File: src/rtl/bin_cnt_param.sv
// Parametrised up/down binary counter with prescaler, load, wrap/saturate and tc/wrap flags.
// Optional registered Gray output enabled by defining BIN_CNT_GRAY_EN.
module bin_cnt_param #(
    parameter int unsigned     WIDTH    = 4,
    parameter longint unsigned MODULUS  = 64'd1 << WIDTH,
    parameter int unsigned     PRESCALE = 1
) (
    input  logic             clk,
    input  logic             rst,
    input  logic             en,
    input  logic             up,
    input  logic             load,
    input  logic [WIDTH-1:0] load_val,
    input  logic             sat,
    output logic [WIDTH-1:0] counter,
    output logic             tc,
    output logic             wrap
`ifdef BIN_CNT_GRAY_EN
    ,
    output logic [WIDTH-1:0] gray
`endif
);

    localparam int unsigned      PRE_W   = (PRESCALE > 1) ? $clog2(PRESCALE) : 1;
    localparam logic [WIDTH-1:0] MAX_VAL = WIDTH'(MODULUS - 64'd1);
    localparam logic [PRE_W-1:0] PRE_MAX = PRE_W'(PRESCALE - 32'd1);

    logic [WIDTH-1:0] counter_q, counter_d;
    logic [PRE_W-1:0] pre_q, pre_d;
    logic             wrap_q, wrap_d;

    // Next-state: load beats step, step only when the prescaler completes its period.
    always_comb begin
        counter_d = counter_q;
        pre_d     = pre_q;
        wrap_d    = 1'b0;
        if (load) begin
            counter_d = (load_val > MAX_VAL) ? MAX_VAL : load_val;
            pre_d     = '0;
        end else if (en) begin
            if (pre_q == PRE_MAX) begin
                pre_d = '0;
                if (up) begin
                    if (counter_q == MAX_VAL) begin
                        if (!sat) begin
                            counter_d = '0;
                            wrap_d    = 1'b1;
                        end
                    end else begin
                        counter_d = counter_q + WIDTH'(1);
                    end
                end else begin
                    if (counter_q == '0) begin
                        if (!sat) begin
                            counter_d = MAX_VAL;
                            wrap_d    = 1'b1;
                        end
                    end else begin
                        counter_d = counter_q - WIDTH'(1);
                    end
                end
            end else begin
                pre_d = pre_q + PRE_W'(1);
            end
        end
    end

    always_ff @(posedge clk) begin
        if (rst) begin
            counter_q <= '0;
            pre_q     <= '0;
            wrap_q    <= 1'b0;
        end else begin
            counter_q <= counter_d;
            pre_q     <= pre_d;
            wrap_q    <= wrap_d;
        end
    end

`ifdef BIN_CNT_GRAY_EN
    logic [WIDTH-1:0] gray_q, gray_d;

    // Encoded from the next count so gray tracks counter on the same edge.
    always_comb begin
        gray_d = counter_d ^ (counter_d >> 1);
    end

    always_ff @(posedge clk) begin
        if (rst) begin
            gray_q <= '0;
        end else begin
            gray_q <= gray_d;
        end
    end

    assign gray = gray_q;
`endif

    assign counter = counter_q;
    assign wrap    = wrap_q;
    assign tc      = up ? (counter_q == MAX_VAL) : (counter_q == '0);

endmodule
File: config.mk
export PLATFORM = sky130hd
export DESIGN_NAME = bin_cnt_param
export DESIGN_NICKNAME = d
export VERILOG_FILES = /design/src/rtl/bin_cnt_param.sv
export SDC_FILE = /design/constraint.sdc
export NUM_CORES = 1
export LEC_CHECK = 0
export ABC_CLOCK_PERIOD_IN_PS = 3280
export CORE_AREA = 5 5 42 44
export DETAILED_ROUTE_END_ITERATION = 6
export DIE_AREA = 0 0 47 49
export PLACE_DENSITY = 0.7
export SLEW_MARGIN = 20
export SYNTH_ARGS = -nofsm -noshare
export SYNTH_HDL_FRONTEND = slang
export SYNTH_SLANG_ARGS = --single-unit
File: constraint.sdc
create_clock -name clk -period 3.28 [get_ports clk]
set_input_delay 0.328 -clock clk [delete_from_list [all_inputs] [get_ports clk]]
set_output_delay 0.328 -clock clk [all_outputs]
set_load 0.02 [all_outputs]
==> results.txt, run 1 <==
The worst-case headroom to the max-slew limit was 73.2%; the fill cell instance count of the final layout was 156. The flow ran to the end, and the final reports show no timing, DRC or antenna violations. Post-synthesis cell type count: 28.

Setup violations remaining at the end of the flow were counted as 0. TritonCTS built the clock tree. Counting tap cells, the placed design contains a total of 78 instances.

The logs give 0 for the number of gates resized after CTS and 2.06 ns for the critical path arrival. VDD sags by at most 0.148 mV. The capturing element type of the critical path is an output pin.

OpenSTA, run right after detailed placement, puts the worst setup slack at 0.885 ns. The routed design could run at a clock period as short as 2.39 ns. The later pin in the worst-skew pair is clocked with a latency of 0.25 ns. For the cell internal power dissipation, the log shows 0.149 mW. The worst slack on hold paths was 0.675 ns. The die area is 0.00230 sq mm, and the gate count after technology mapping is 49. The logs give 0.894 ns for the minimum setup slack in the final design and 0 for the number of nets with antenna violations after detailed routing. The tools report the maximum clock path buffer count as 2. Clock-pin slew was measured on the worst setup and hold paths at 0.04 ns. Along the worst path, the maximum fanout reaches 9. The logs give 12 for the iteration-0 DRC count of the detailed router and 12 for the maximum number of pins on one net before global-route repair. After the flow finishes, the layout carries non-filler instances totaling 82. After detailed placement, the total cell area comes to 577 sq um. STA puts the critical path data required time at 2.95 ns. Adding up every negative setup slack in the final design gives 0 ns.

In this run, synthesis produced a sequential element count of 5. The highest layer touched by signal routing is met3. Leaving out fill and tap cells, the most frequent cells in the layout are 15 x sky130_fd_sc_hd__clkdlybuf4s50_1, 6 x sky130_fd_sc_hd__inv_1, 5 x sky130_fd_sc_hd__dfxtp_1. The number of antenna violations at the first check in global routing was 0. Max-cap violations in this run came to 0.

The synthesized netlist occupies a cell area of 422 sq um. The post-route clock skew came out at 0.00278 ns. After detailed routing, the number of remaining DRC violations is 0. The number of global-route vias before repair was 421; the sequential group share of total power was 34.0%.

The total congestion overflow was 0; the antenna diode count was 0. For the met3 wirelength from detailed routing, the log shows 83 microns. The max-slew violation count came out at 0.

In the routed layout, each cell is associated on average with a via count of 5.32. The clock buffer count from CTS is 3. Timing would allow up to 0.419 GHz.

The tools report the via count of the routed design as 436. Summed over all nets, wire length on met2 after detailed routing comes to 458 microns. Leaving out fill and tap cells, the most frequent cell in the layout is sky130_fd_sc_hd__clkdlybuf4s50_1.

The number of nets in the layout is 79. For the pin with the worst max-slew slack, the measured transition is 0.400 ns. For this design the ratio of total power to cell area is 356 mW/mm^2. In this run the tool buffered the top-level ports with 15 buffer cells. The run gives 10.4% as the overall global routing resource usage.

For this design the static power due to leakage is 0.234 nW. Switching part of the total: 30.5%. Once the floorplan was initialized, standard cells occupied 30.1% of the core. After detailed routing, the wire length on met1 is 478 microns. For the number of clock sinks, the log shows 5. The startpoint-to-endpoint class of the critical path was in -> out.

The count of TritonRoute iterations in the first routing pass is 3. Once detailed placement completed, the half-perimeter wirelength came to 778 microns. In the final routed layout, each cell accounts on average for 12.4 microns. The number of hold-slack violations in the final timing report was 0. The class of the tightest hold or removal check was in -> reg. For the I/O pin count, the log shows 16. The number of buffers inserted by hold repair at cts came out at 0.

The layout overhead on the synthesized area works out to 43.0%. Each instance of the synthesized netlist takes up on average 8.61 sq um. Buffer cell driving the clock tree root: sky130_fd_sc_hd__clkbuf_4. The placement row count is 14, and the final design instance area without fill is 603 sq um.

The share of the core filled with cells in the final layout is 43.0%, and the share of power burned in combinational logic is 31.8%. Setup repair after global routing left no endpoint under its margin. The vertical die dimension came out at 49 microns.

In this run the horizontal extent of the chip is 47 microns. The routed wire length came out at 1.02 mm. After layout, the worst path uses 72.7% of the clock period. The final total power came out at 0.215 mW. The clock network burns 34.2% of the power. The startpoint type of the worst setup path is an input pin.

The number of nets in the synthesized netlist came out at 61. Of the synthesized area, sequential elements account for 23.7%. The Yosys step of the flow raised 0 warnings.

The net switching power was 0.0655 mW; the placeable core region was 0.00140 sq mm. For the buffer count from post-CTS setup fixing, the log shows 0. The final weighted congestion of routability-driven global placement was 0.828; the layout cell share with drive strength beyond 1 was 10.6%.

The number of levels the H-tree was split into is 1, and the first-pass GRT wire length is 1.73 mm.
==> synthesized netlist by cell type (all sizes together) <==
library cell	number	share of area [%]
a2111oi	1	2.4
a211o	1	2.1
a21boi	3	5.3
a21oi	3	3.6
a311oi	2	4.2
a31oi	2	3.0
and3	1	1.5
and4	2	4.7
and4b	1	2.4
buf	1	2.7
clkbuf	1	0.89
dfxtp	5	24
ha	2	5.9
inv	6	5.3
mux2	2	5.3
nand2	1	0.89
nand4	1	1.5
nor2	3	2.7
nor2b	1	1.5
nor4b	1	3.6
o21ai	1	1.2
o21bai	1	1.8
o31a	3	6.2
or2	1	2.1
or4	2	3.6
xnor2	1	2.1
==> critical path, stage by stage <==
cell	delay, ns
sky130_fd_sc_hd__clkdlybuf4s50_1	0.56
sky130_fd_sc_hd__nor4b_2	0.38
sky130_fd_sc_hd__or2_4	0.19
sky130_fd_sc_hd__clkdlybuf4s50_1	0.59
==> metal layers <==
metal | up-vias | GRT usage, %
li1 | 224 | -
met1 | 197 | 13.4
met2 | 15 | 14.7
met3 | 0 | 6.64
met4 | 0 | 1.38
met5 | - | 0
==> kinds of logic after synthesis <==
group                      Yosys count  synth area share, %
muxes                                2                 5.34
AOI/OAI and AO/OA                   17                 29.7
xor gates and xnor gates             1                 2.08
adders and majority gates            2                 5.93
and+or+nand+nor                     14                 24.3
DFF                                  5                 23.7
buffers and inverters                8                 8.90
==> registers in the layout, indices dropped and copies added (netlist names) <==
signal / count
counter: 4
wrap: 1
==> path summary, 6_finish.rpt <==
kind	from	end	slack [ns]	depth (start not counted)
setup / recovery	up	tc	0.89	4
hold / removal	load_val[0]	counter[0]	0.67	3
hold reg to reg	counter[3]	counter[3]	0.71	3
setup reg to reg	counter[0]	counter[0]	1.28	6
==> power groups by stage <==
stage | sequential, mW | combinational (mW) | clock [mW]
6_report | 0.0731 | 0.0684 | 0.0735
5_1_grt | 0.0741 | 0.0756 | 0.0819
4_1_cts | 0.0728 | 0.0690 | 0.0773
3_5_place_dp | 0.0739 | 0.0684 | 0
3_3_place_gp | 0.0739 | 0.0680 | 0
2_1_floorplan | 0.0776 | 0.0360 | 0
==> final cells by class <==
cell class | instances | area (sq um) | area share [%]
inverters | 6 | 22.5 | 3.73
multi-input cells | 36 | 284 | 47.1
flip-flops and latches | 5 | 100 | 16.6
well taps | 16 | 20.0 | 3.32
clock buffers | 4 | 26.3 | 4.36
repair buffers | 15 | 150 | 24.9
No activity file was read; power rests on OpenSTA's default activity.
==> run 2, diff against run 1 <==
--- a/config.mk
+++ b/config.mk
@@ -5,11 +5,11 @@
 export SDC_FILE = /design/constraint.sdc
 export NUM_CORES = 1
 export LEC_CHECK = 0
-export ABC_CLOCK_PERIOD_IN_PS = 3280
+export ABC_CLOCK_PERIOD_IN_PS = 2100
 export CORE_AREA = 5 5 42 44
 export DETAILED_ROUTE_END_ITERATION = 6
 export DIE_AREA = 0 0 47 49
-export PLACE_DENSITY = 0.7
+export PLACE_DENSITY = 0.72
 export SLEW_MARGIN = 20
 export SYNTH_ARGS = -nofsm -noshare
 export SYNTH_HDL_FRONTEND = slang
==> constraint.sdc (replaced) <==
create_clock -name clk -period 2.1 [get_ports clk]
set_input_delay 0.21 -clock clk [delete_from_list [all_inputs] [get_ports clk]]
set_output_delay 0.21 -clock clk [all_outputs]
set_load 0.02 [all_outputs]
==> run 2 against run 1 <==
- global-route usage rose by 1.1 points
- clock skew is essentially flat
- highest routed layer is now met4
- worst setup slack got worse by 0.73 ns
- critical endpoint is now counter[0]
- largest cell class unchanged
- largest power group is now combinational logic
- power up 62%
- clock-buffer cell count is the same
- register-to-register slack got worse by 1.1 ns
- die area stayed put
==> results.txt, run 2 (synthesized netlist as in run 1, its figures left out) <==
The flow ran to the end, and the final reports show no timing, DRC or antenna violations. Leaving out fill and tap cells, the most frequent cells in the layout are 14 x sky130_fd_sc_hd__clkdlybuf4s50_1, 6 x sky130_fd_sc_hd__inv_1, 5 x sky130_fd_sc_hd__dfxtp_1. Clock tree synthesis selected as its root buffer the cell sky130_fd_sc_hd__clkbuf_4. The largest individual stage delay along the critical path comes from the cell sky130_fd_sc_hd__or4_1. The starting density of the core was 30.1% (unchanged); the count of buffers from port buffering was 15 (unchanged). The final total power was 0.348 mW (+62%).

The final design instance area without fill was 636 sq um (+5.4%). The logs give 0.00306 ns (+0.000280 ns) for the post-route clock skew and 0 (unchanged) for the number of hold-slack violations in the final timing report. The number of clock sinks was 5 (unchanged); the number of global-route vias before repair was 436 (+3.6%).

The startpoint-to-endpoint class of the critical path was reg -> reg. Walking the worst path, the cells encountered are inv_1 > ha_2 > nor4b_4 > mux2_1 > or4_1 > a31oi_1. The number of cells after detailed placement came out at 81 (+3.8%).

The run gives 0.332 mV (+130%) as the maximum resistive drop on vdd. The placed cell area is 599 sq um (+3.9%), and the max-slew violation count is 0 (unchanged). Maximum number of pins on one net before global-route repair: 12 (unchanged). TritonCTS built the clock tree. Required time of the critical path: 2.27 ns (-0.68 ns). The tools report the setup slack of the worst register-to-register path as 0.16 ns (-1.12 ns). The share of power burned in combinational logic was 34.6% (+2.8 points); the number of antenna violations at the first check in global routing was 0 (unchanged). The worst hold path terminates at counter[0]. The setup violation total in the final timing report is 0 (unchanged).

The startpoint identified for the worst register-to-register timing path is counter[0]. The worst setup path is launched from a register. Depth of the most critical reg-to-reg path: 6 (unchanged). The overall global routing resource usage came out at 11.5% (+1.1 points).

The logs give 32.6% (-1.4 points) for the sequential group share of total power and 0.257 nW (+9.9%) for the static leakage. The biggest cell delay along the critical path is 0.41 ns (-0.18 ns), and the fill cell instance count of the final layout is 148 (-5.1%). The tools report the clock buffer count from CTS as 3 (unchanged). The number of levels the H-tree was split into was 1 (unchanged). Critical hold path startpoint: load_val[0]. The routed wire length is 1.16 mm (+14%), and the power density of the placed cells is 547 mW/mm^2 (+53%). The tools report the total congestion overflow as 0 (unchanged).

The net switching power was 0.107 mW (+64%). The area growth from synthesis to layout is 50.7%. The via count of the routed design is 459 (+5.3%), and the number of nets in the layout is 82 (+3.8%).

The count of unresolved DRC violations after routing came out at 0 (unchanged). The cell internal power dissipation came out at 0.240 mW (+61%). The maximum clock path buffer count was 2 (unchanged); the vertical die dimension was 49 microns (unchanged). The run gives 0 (unchanged) as the antenna diode count. Setup repair after global routing left no endpoint under its margin. Average wire length per cell after detail routing: 13.7 microns (+9.9%).

The worst-case headroom to the max-slew limit was 73.9% (+0.78 points); the chip width was 47 microns (unchanged). The run gives 4 (+1) as the count of TritonRoute iterations in the first routing pass. The clock network fraction of total power came out at 32.9% (-1.3 points). The HPWL reported at the end of detailed placement is 842 microns (+8.3%), and the placement row count is 14 (unchanged).

The critical path arrival came out at 2.11 ns (+0.05 ns). The ratio of routed vias to standard cells is 5.40 (+1.6%), and the insertion delay of the later-clocked pin in the worst-skew pair is 0.25 ns (about the same). Critical-path maximum fanout: 5 (-4). Number of nets with antenna violations after detailed routing: 0 (unchanged). The tools report the highest clock frequency the design can meet as 0.517 GHz.

The class of the tightest hold or removal check was in -> reg. Leaving out fill and tap cells, the most frequent cell in the layout is sky130_fd_sc_hd__clkdlybuf4s50_1. The capturing element type of the critical path was a register. The slew at the pin closest to its max-slew limit was 0.388 ns (-0.0116 ns). For the die area, the log shows 0.00230 sq mm (unchanged). The tools report the end of the worst register-to-register path as counter[0].

The layout cell share with drive strength beyond 1 is 15.9% (+5.3 points), and the first-pass GRT wire length is 1.86 mm (+7.6%). The switching part of the total was 30.9% (+0.40 points). The number of maximum-capacitance violations is 0 (unchanged), and the sum of negative setup slack is 0 ns (unchanged).

The share of the cycle needed by the critical path after routing works out to 92.1%. The I/O pin count is 16 (unchanged). Placeable core region: 0.00140 sq mm (unchanged). The number of stages on the worst hold path was 3 (unchanged). The final weighted congestion of routability-driven global placement is 0.757 (-8.6%).

The run gives 85 (+3.7%) as the final instance count without filler cells. Number of flip-flops in the largest register: 4 (unchanged). The smallest clock period supported by the final layout is computed as 1.94 ns. The CTS clock-pin slew for the worst setup and hold paths was 0.05 ns (about the same); the iteration-0 DRC count of the detailed router was 3 (-9). For the worst slack on hold paths, the log shows 0.548 ns (-0.127 ns).

For the buffer count from post-CTS setup fixing, the log shows 0 (unchanged).
run 2: changes by cell type in the layout (fill, tap and decap cells not counted), sizes merged:
cell           delta
buf               +3
clkdlybuf4s50     -1
dlygate4sd2       +1
run 2: worst max-delay path, delay by kind of cell, from the launching register on:
family | cells | cell delay, ns
AND/OR/NAND/NOR | 2 | 0.68
flip-flops | 1 | 0.35
multiplexers | 1 | 0.35
adder cells (fa/ha/maj) | 1 | 0.21
AO/OA/AOI/OAI | 1 | 0.16
buffers and inverters | 1 | 0.10
run 2: layout make-up:
type | count | area [sq um] | area share [%]
multi-input combinational | 36 | 295 | 46.5
timing repair buffer | 18 | 171 | 27.0
tap | 16 | 20.0 | 3.15
sequential | 5 | 100 | 15.7
inverter | 6 | 22.5 | 3.54
clock buffer | 4 | 26.3 | 4.13
run 2: how the worst max path moves through the flow:
stage                     cells past startpoint       start    endpoint
after global placement                        5          up  counter[0]
final                                         6  counter[0]  counter[0]
after detailed placement                      4          up          tc
after floorplan                               6  counter[0]  counter[0]
after CTS                                     5  counter[0]          tc
after global routing                          6  counter[0]  counter[0]
run 2: through the flow:
stage	setup WS, ns	utilization [%]
floorplan	0.195	-
global placement	0.0602	42.8
detailed placement	0.0269	42.8
CTS	0.167	45.2
global route	0.0196	45.4
finish	0.165	45.4
run 2: power by group through the flow:
stage / clock [mW] / combinational (mW) / sequential [mW]
final: 0.114 / 0.120 / 0.113
after global routing: 0.125 / 0.130 / 0.115
after CTS: 0.120 / 0.119 / 0.113
after detailed placement: 0 / 0.116 / 0.113
after global placement: 0 / 0.115 / 0.113
after floorplan: 0 / 0.0562 / 0.121
run 2: per-layer routing:
metal	share of wire, %	wire, microns	global-route usage [%]	vias up
met5	0	0	0	-
met4	0.17	2	5.07	0
met3	7.3	85	4.80	2
met2	52	600	17.9	19
met1	41	474	13.2	211
li1	-	-	-	227
run 2: what timing repair did:
item | CTS | global route
resized for setup | 2 | 1
cloned | 0 | 0
hold buffers | 0 | 0
setup endpoints to repair | 1 | 1
==> run 3, diff against run 2 <==
--- a/config.mk
+++ b/config.mk
@@ -7,10 +7,11 @@
 export LEC_CHECK = 0
 export ABC_CLOCK_PERIOD_IN_PS = 2100
 export CORE_AREA = 5 5 42 44
+export CTS_CLUSTER_DIAMETER = 40
 export DETAILED_ROUTE_END_ITERATION = 6
 export DIE_AREA = 0 0 47 49
 export PLACE_DENSITY = 0.72
-export SLEW_MARGIN = 20
+export SLEW_MARGIN = 0
 export SYNTH_ARGS = -nofsm -noshare
 export SYNTH_HDL_FRONTEND = slang
 export SYNTH_SLANG_ARGS = --single-unit
==> results of run 3 <==
Same layout as run 2: the final DEF is identical, and so are final timing and power.
